==> src/rtl/bip_exec_ctrl_pkg.sv <==
// Shared definitions for the accumulator-processor execution sequencer.
//   - opcode constants (HALT..SUBI)
//   - FSM state encoding, kept as plain 2-bit constants so legacy code that
//     compares against the raw encoding keeps working
//   - run/step mode flag
package bip_exec_ctrl_pkg;

  localparam logic [4:0] OP_HALT  = 5'b00000;
  localparam logic [4:0] OP_STORE = 5'b00001;
  localparam logic [4:0] OP_LOAD  = 5'b00010;
  localparam logic [4:0] OP_LOADI = 5'b00011;
  localparam logic [4:0] OP_ADD   = 5'b00100;
  localparam logic [4:0] OP_ADDI  = 5'b00101;
  localparam logic [4:0] OP_SUB   = 5'b00110;
  localparam logic [4:0] OP_SUBI  = 5'b00111;

  localparam logic [1:0] ST_IDLE   = 2'd0;
  localparam logic [1:0] ST_FETCH  = 2'd1;
  localparam logic [1:0] ST_EXEC   = 2'd2;
  localparam logic [1:0] ST_HALTED = 2'd3;

  typedef enum logic {
    MODE_STEP = 1'b0,
    MODE_RUN  = 1'b1
  } mode_t;

endpackage

==> src/rtl/bip_sat_counter.sv <==
// Saturating up-counter.
//   clk   : rising-edge clock
//   clr   : synchronous clear (takes priority over inc)
//   inc   : increment by one; the count sticks at all-ones
//   count : current value
module bip_sat_counter #(
  parameter int unsigned CNT_W = 16
) (
  input  logic             clk,
  input  logic             clr,
  input  logic             inc,
  output logic [CNT_W-1:0] count
);

  always_ff @(posedge clk) begin
    if (clr) begin
      count <= '0;
    end else if (inc && (count != '1)) begin
      count <= count + CNT_W'(1);
    end
  end

endmodule

==> src/rtl/bip_exec_ctrl.sv <==
// Execution sequencer for the accumulator processor: fetch/execute rhythm,
// run and single-step modes, halt detection and retired-instruction count.
//
// Ports:
//   i_clk, i_reset           clock, synchronous active-high reset
//   i_start / i_step         enter run mode / execute one instruction (IDLE only)
//   i_OPcode                 opcode from program memory, valid in EXEC
//   i_WrPC/i_WrAcc/i_WrRam   raw decoder write enables
//   i_PC                     current PC (breakpoint compare only)
//   o_WrPC/o_WrAcc/o_WrRam   write enables qualified to EXEC of a non-HALT
//   o_busy                   FETCH or EXEC
//   o_halted                 HALTED state
//   o_done                   pulse on step completion, HALT or breakpoint
//   o_instr_cnt              retired non-HALT instructions, saturating
//
// Build option: BIP_CTRL_BREAKPOINT_EN adds i_brk_addr / i_brk_valid; in run
// mode a FETCH at the breakpoint address returns to IDLE without executing.
module bip_exec_ctrl
  import bip_exec_ctrl_pkg::*;
#(
  parameter int unsigned N_OP  = 5,
  parameter int unsigned PC_W  = 11,
  parameter int unsigned CNT_W = 16
) (
  input  logic             i_clk,
  input  logic             i_reset,
  input  logic             i_start,
  input  logic             i_step,
  input  logic [N_OP-1:0]  i_OPcode,
  input  logic             i_WrPC,
  input  logic             i_WrAcc,
  input  logic             i_WrRam,
  input  logic [PC_W-1:0]  i_PC,
`ifdef BIP_CTRL_BREAKPOINT_EN
  input  logic [PC_W-1:0]  i_brk_addr,
  input  logic             i_brk_valid,
`endif
  output logic             o_WrPC,
  output logic             o_WrAcc,
  output logic             o_WrRam,
  output logic             o_busy,
  output logic             o_halted,
  output logic             o_done,
  output logic [CNT_W-1:0] o_instr_cnt
);

  logic [1:0] state, state_nxt;
  mode_t      mode, mode_nxt;
  logic       is_halt;
  logic       in_exec;
  logic       retire;
  logic       brk_hit;

  assign is_halt = (i_OPcode == N_OP'(OP_HALT));
  assign in_exec = (state == ST_EXEC);
  // A reset arriving during EXEC must suppress that cycle's writes.
  assign retire  = in_exec && !is_halt && !i_reset;

`ifdef BIP_CTRL_BREAKPOINT_EN
  // Run mode only, so a single step from the resulting IDLE executes the
  // breakpointed instruction.
  assign brk_hit = (state == ST_FETCH) && (mode == MODE_RUN) &&
                   i_brk_valid && (i_PC == i_brk_addr);
`else
  logic unused_pc;
  assign unused_pc = ^i_PC;
  assign brk_hit   = 1'b0;
`endif

  always_comb begin
    state_nxt = state;
    mode_nxt  = mode;
    case (state)
      ST_IDLE: begin
        if (i_start) begin
          state_nxt = ST_FETCH;
          mode_nxt  = MODE_RUN;
        end else if (i_step) begin
          state_nxt = ST_FETCH;
          mode_nxt  = MODE_STEP;
        end
      end
      ST_FETCH: state_nxt = brk_hit ? ST_IDLE : ST_EXEC;
      ST_EXEC: begin
        if (is_halt) begin
          state_nxt = ST_HALTED;
        end else if (mode == MODE_RUN) begin
          state_nxt = ST_FETCH;
        end else begin
          state_nxt = ST_IDLE;
        end
      end
      ST_HALTED: state_nxt = ST_HALTED;
    endcase
  end

  always_ff @(posedge i_clk) begin
    if (i_reset) begin
      state <= ST_IDLE;
      mode  <= MODE_STEP;
    end else begin
      state <= state_nxt;
      mode  <= mode_nxt;
    end
  end

  assign o_WrPC   = i_WrPC  & retire;
  assign o_WrAcc  = i_WrAcc & retire;
  assign o_WrRam  = i_WrRam & retire;
  assign o_busy   = (state == ST_FETCH) || (state == ST_EXEC);
  assign o_halted = (state == ST_HALTED);
  assign o_done   = !i_reset &&
                    ((in_exec && (is_halt || (mode == MODE_STEP))) || brk_hit);

  bip_sat_counter #(
    .CNT_W(CNT_W)
  ) u_cnt (
    .clk   (i_clk),
    .clr   (i_reset),
    .inc   (retire),
    .count (o_instr_cnt)
  );

endmodule

==> config.mk <==
export PLATFORM = sky130hd
export DESIGN_NAME = bip_exec_ctrl
export DESIGN_NICKNAME = d
export VERILOG_FILES = /design/src/rtl/bip_exec_ctrl_pkg.sv /design/src/rtl/bip_sat_counter.sv /design/src/rtl/bip_exec_ctrl.sv
export SDC_FILE = /design/constraint.sdc
export NUM_CORES = 1
export LEC_CHECK = 0
export CELL_PAD_IN_SITES_DETAIL_PLACEMENT = 1
export CELL_PAD_IN_SITES_GLOBAL_PLACEMENT = 2
export CORE_MARGIN = 5
export CORE_UTILIZATION = 31
export CTS_CLUSTER_SIZE = 28
export DETAILED_ROUTE_END_ITERATION = 8
export DONT_BUFFER_PORTS = 1
export GPL_ROUTABILITY_DRIVEN = 0
export PLACE_DENSITY_LB_ADDON = 0.12
export SLEW_MARGIN = 20
export SYNTH_ARGS = -nofsm -noshare
export SYNTH_HDL_FRONTEND = slang
export SYNTH_SLANG_ARGS = --single-unit
==> constraint.sdc <==
create_clock -name i_clk -period 1.8 [get_ports i_clk]
set_input_delay 0.27 -clock i_clk [delete_from_list [all_inputs] [get_ports i_clk]]
set_output_delay 0.27 -clock i_clk [all_outputs]
set_load 0.005 [all_outputs]
==> results.json <==
{
  "vdd_drop_max_mv": 0.284,
  "path_class": "reg2reg",
  "fmax_ghz": 0.569,
  "place.port_buffers": 0,
  "crit_path_frequent_cell": "buf_4",
  "cts_tree": "built",
  "hold_depth": 1,
  "maxSlewViolCount": 0,
  "hold_slack_ps": 16.2,
  "power_density_nw_per_um2": 507,
  "drc_errors": 0,
  "num_rows": 21,
  "status": "finished clean",
  "worst_pin_slew_ps": 430,
  "die_h_um": 69.8,
  "wl_mm": 3.76,
  "post_drt_via_cell_ratio": 5.32,
  "worstRegToRegCells": 8,
  "drive_gt1_share_pct": 55.3,
  "cts_htree_levels": 1,
  "worstPathRequired_ps": 2050,
  "clock_latency_ps": 310,
  "place_hpwl_mm": 2.63,
  "finalWorstSetupSlack_ps": 42.4,
  "overflow": 0,
  "dpl_worst_slack_ps": -134,
  "p_leak_nw": 0.678,
  "antenna_left": 0,
  "worstHoldStart": "i_reset",
  "synth_top_cell_by_area": "dfxtp_1",
  "core_area_um2": 3390,
  "grt_pass1_wl_mm": 5.85,
  "syn-num-nets": 156,
  "hold_viol": 0,
  "cts_buffer_depth": 2,
  "startpoint_type": "flip-flop",
  "r2r-end": "u_cnt.count[10]$_SDFFE_PP0P_",
  "firstDrtPassIters": 3,
  "post-route-period-util_pct": 97.6,
  "ioPinCount": 45,
  "synth.yosys.seq_area_share_pct": 34.4,
  "end_kind": "flip-flop",
  "hp-class": "in2reg",
  "crit_path_max_incr_delay_ps": 410,
  "die_x_um": 69.8,
  "avgSynthCellArea_um2": 8.65,
  "nNetsFinal": 208,
  "gr-usage-all-layers_pct": 14.6,
  "grt_max_degree": 21,
  "syn_area_um2": 1110,
  "start_util_pct": 32.7,
  "rsz0062_at_grt": "yes",
  "area_delta_synth_final_pct": 57.4,
  "fin_skew_ps": 10.0,
  "wire_per_inst_um": 16.7,
  "antenna_found_initial": 0,
  "crit_path_top_delay_cell": "or4_4",
  "reg2reg_slack_ps": 40,
  "synthTopCellsByArea": "dfxtp_1, ha_1, or4_1",
  "finalSetupViolCount": 0,
  "clock-sinks": 19,
  "synth.distinct_cells": 37,
  "drtIter0Drc": 26,
  "yosys_warnings": 0,
  "path_max_fanout": 6,
  "cap_violations": 0,
  "synth_cells": 128,
  "n_antenna_cell": 0,
  "synth_top_area_share_pct": 34.4,
  "cts_root_buffer": "clkbuf_4",
  "clk_pin_slew_ps": 130,
  "vias": 1196,
  "arrival_ps": 2010,
  "slew-limit-headroom_pct": 71.1,
  "period_minus_slack_ps": 1760,
  "numCtsBuffers": 3,
  "crit_chain": "ha_4 -> buf_6 -> nand4_1 -> nor4_4 -> buf_4 -> buf_4 -> or4_4 -> a21oi_2",
  "rr_startpoint": "u_cnt.count[0]$_SDFFE_PP0P_",
  "dieArea_um2": 4870,
  "worstHoldEndpoint": "u_cnt.count[3]$_SDFFE_PP0P_",
  "ys_ff_latch": 19,
  "grt_pass1_vias": 1231,
  "fillerInstances": 390
}
[synthesized netlist by cell type, drive strengths merged]
cell type	count
a21boi	1
a21oi	10
a22oi	1
a311oi	2
and3	4
and4	1
buf	4
clkbuf	1
dfxtp	19
ha	5
inv	5
mux2	3
mux2i	1
nand2	12
nand3	6
nand4	4
nor2	9
nor2b	4
nor4	5
o211ai	1
o21ai	5
o21bai	1
o311a	1
o311ai	2
o31ai	6
o41ai	1
or3	3
or3b	1
or4	9
or4b	1
[worst max path at each step]
| stage | startpoint | to | slack (ps) | cells past startpoint |
|---|---|---|---|---|
| floorplan | u_cnt.count[0]$_SDFFE_PP0P_ | u_cnt.count[14]$_SDFFE_PP0P_ | -40 | 5 |
| global placement | i_OPcode[0] | u_cnt.count[11]$_SDFFE_PP0P_ | -40 | 4 |
| detailed placement | state[0]$_SDFFE_PP0P_ | u_cnt.count[9]$_SDFFE_PP0P_ | -130 | 7 |
| CTS | u_cnt.count[1]$_SDFFE_PP0P_ | u_cnt.count[15]$_SDFFE_PP0P_ | 4 | 7 |
| global route | state[0]$_SDFFE_PP0P_ | u_cnt.count[11]$_SDFFE_PP0P_ | -60 | 8 |
| finish | u_cnt.count[0]$_SDFFE_PP0P_ | u_cnt.count[10]$_SDFFE_PP0P_ | 40 | 8 |
[sequential cells by signal (all words and copies together) (netlist names)]
| register | count |
|---|---|
| mode | 1 |
| state | 2 |
| u_cnt.count | 16 |
[critical path, delay by kind of cell (launching register included)]
kind / cells / cell delay [ps]
AOI/OAI and AO/OA: 1 / 140
DFF: 1 / 380
adders and majority gates: 1 / 160
buffers and inverters: 3 / 420
and+or+nand+nor: 3 / 610
[cells in the final DEF, fill, tap and decap left out, types with 3 or more instances in the layout]
master	synthesis	final
clkbuf_4	0	3
and3_1	4	3
dfxtp_4	0	3
mux2_2	3	3
nor2b_1	4	3
nor2_1	9	9
a21oi_2	0	5
nand4_1	3	3
inv_1	5	4
buf_4	0	45
dfxtp_1	19	6
or4_1	7	3
nand2_1	12	12
or4_4	1	6
o21ai_0	4	4
buf_6	0	4
nor4_4	1	3
o31ai_1	6	4
a21oi_1	10	5
dfxtp_2	0	10
nand3_1	6	6
ha_1	5	3
[timing repair]
action	CTS	global route
setup endpoints to repair	7	14
endpoints found under the hold margin	1	6
hold buffers	1	1
pin swaps	6	15
gates resized for setup	15	27
buffers inserted	6	8
[routing by layer]
layer	track usage, %	part of all wire [%]
met1	17.0	39
met2	25.8	56
met3	3.77	4.6
met4	4.47	0.53
met5	0	0
[logic make-up (layout without fill, tap and decap cells)]
kind of cell	count (synthesis)	count (layout)	share of synthesized area [%]
fa+ha+maj	5	5	5.65
simple gates	59	59	33.6
mux	4	4	3.95
buf+inv	10	61	3.73
compound gates	31	31	18.8
flops	19	19	34.3
[layout make-up]
type	instances	area [um2]	area share [%]
clock inverters	1	5.00	0.287
multi-input cells	99	810	46.4
flip-flops and latches	19	404	23.2
repair buffers	52	423	24.3
inverters	5	21.3	1.22
well taps	46	57.6	3.30
clock buffers	3	22.5	1.29
[report_power, final]
part           switching (mW)  internal (mW)
logic                  0.0917          0.107
registers              0.0153          0.435
clock network           0.152         0.0828
total                   0.259          0.625
[metrics by stage]
step	power (mW)	std cells	setup TNS, ps	utilization, %	instance area (um2)
final	0.884	225	0	51.4	1740
after global routing	0.940	225	-330	51.4	1740
after CTS	0.865	216	0	46.9	1590
after detailed placement	0.611	205	-473	42.5	1440
after global placement	0.601	205	-94.6	42.5	1440
after floorplan	0.544	128	-44.1	-	1120
Note: power is estimated with default switching activity, not from simulation.
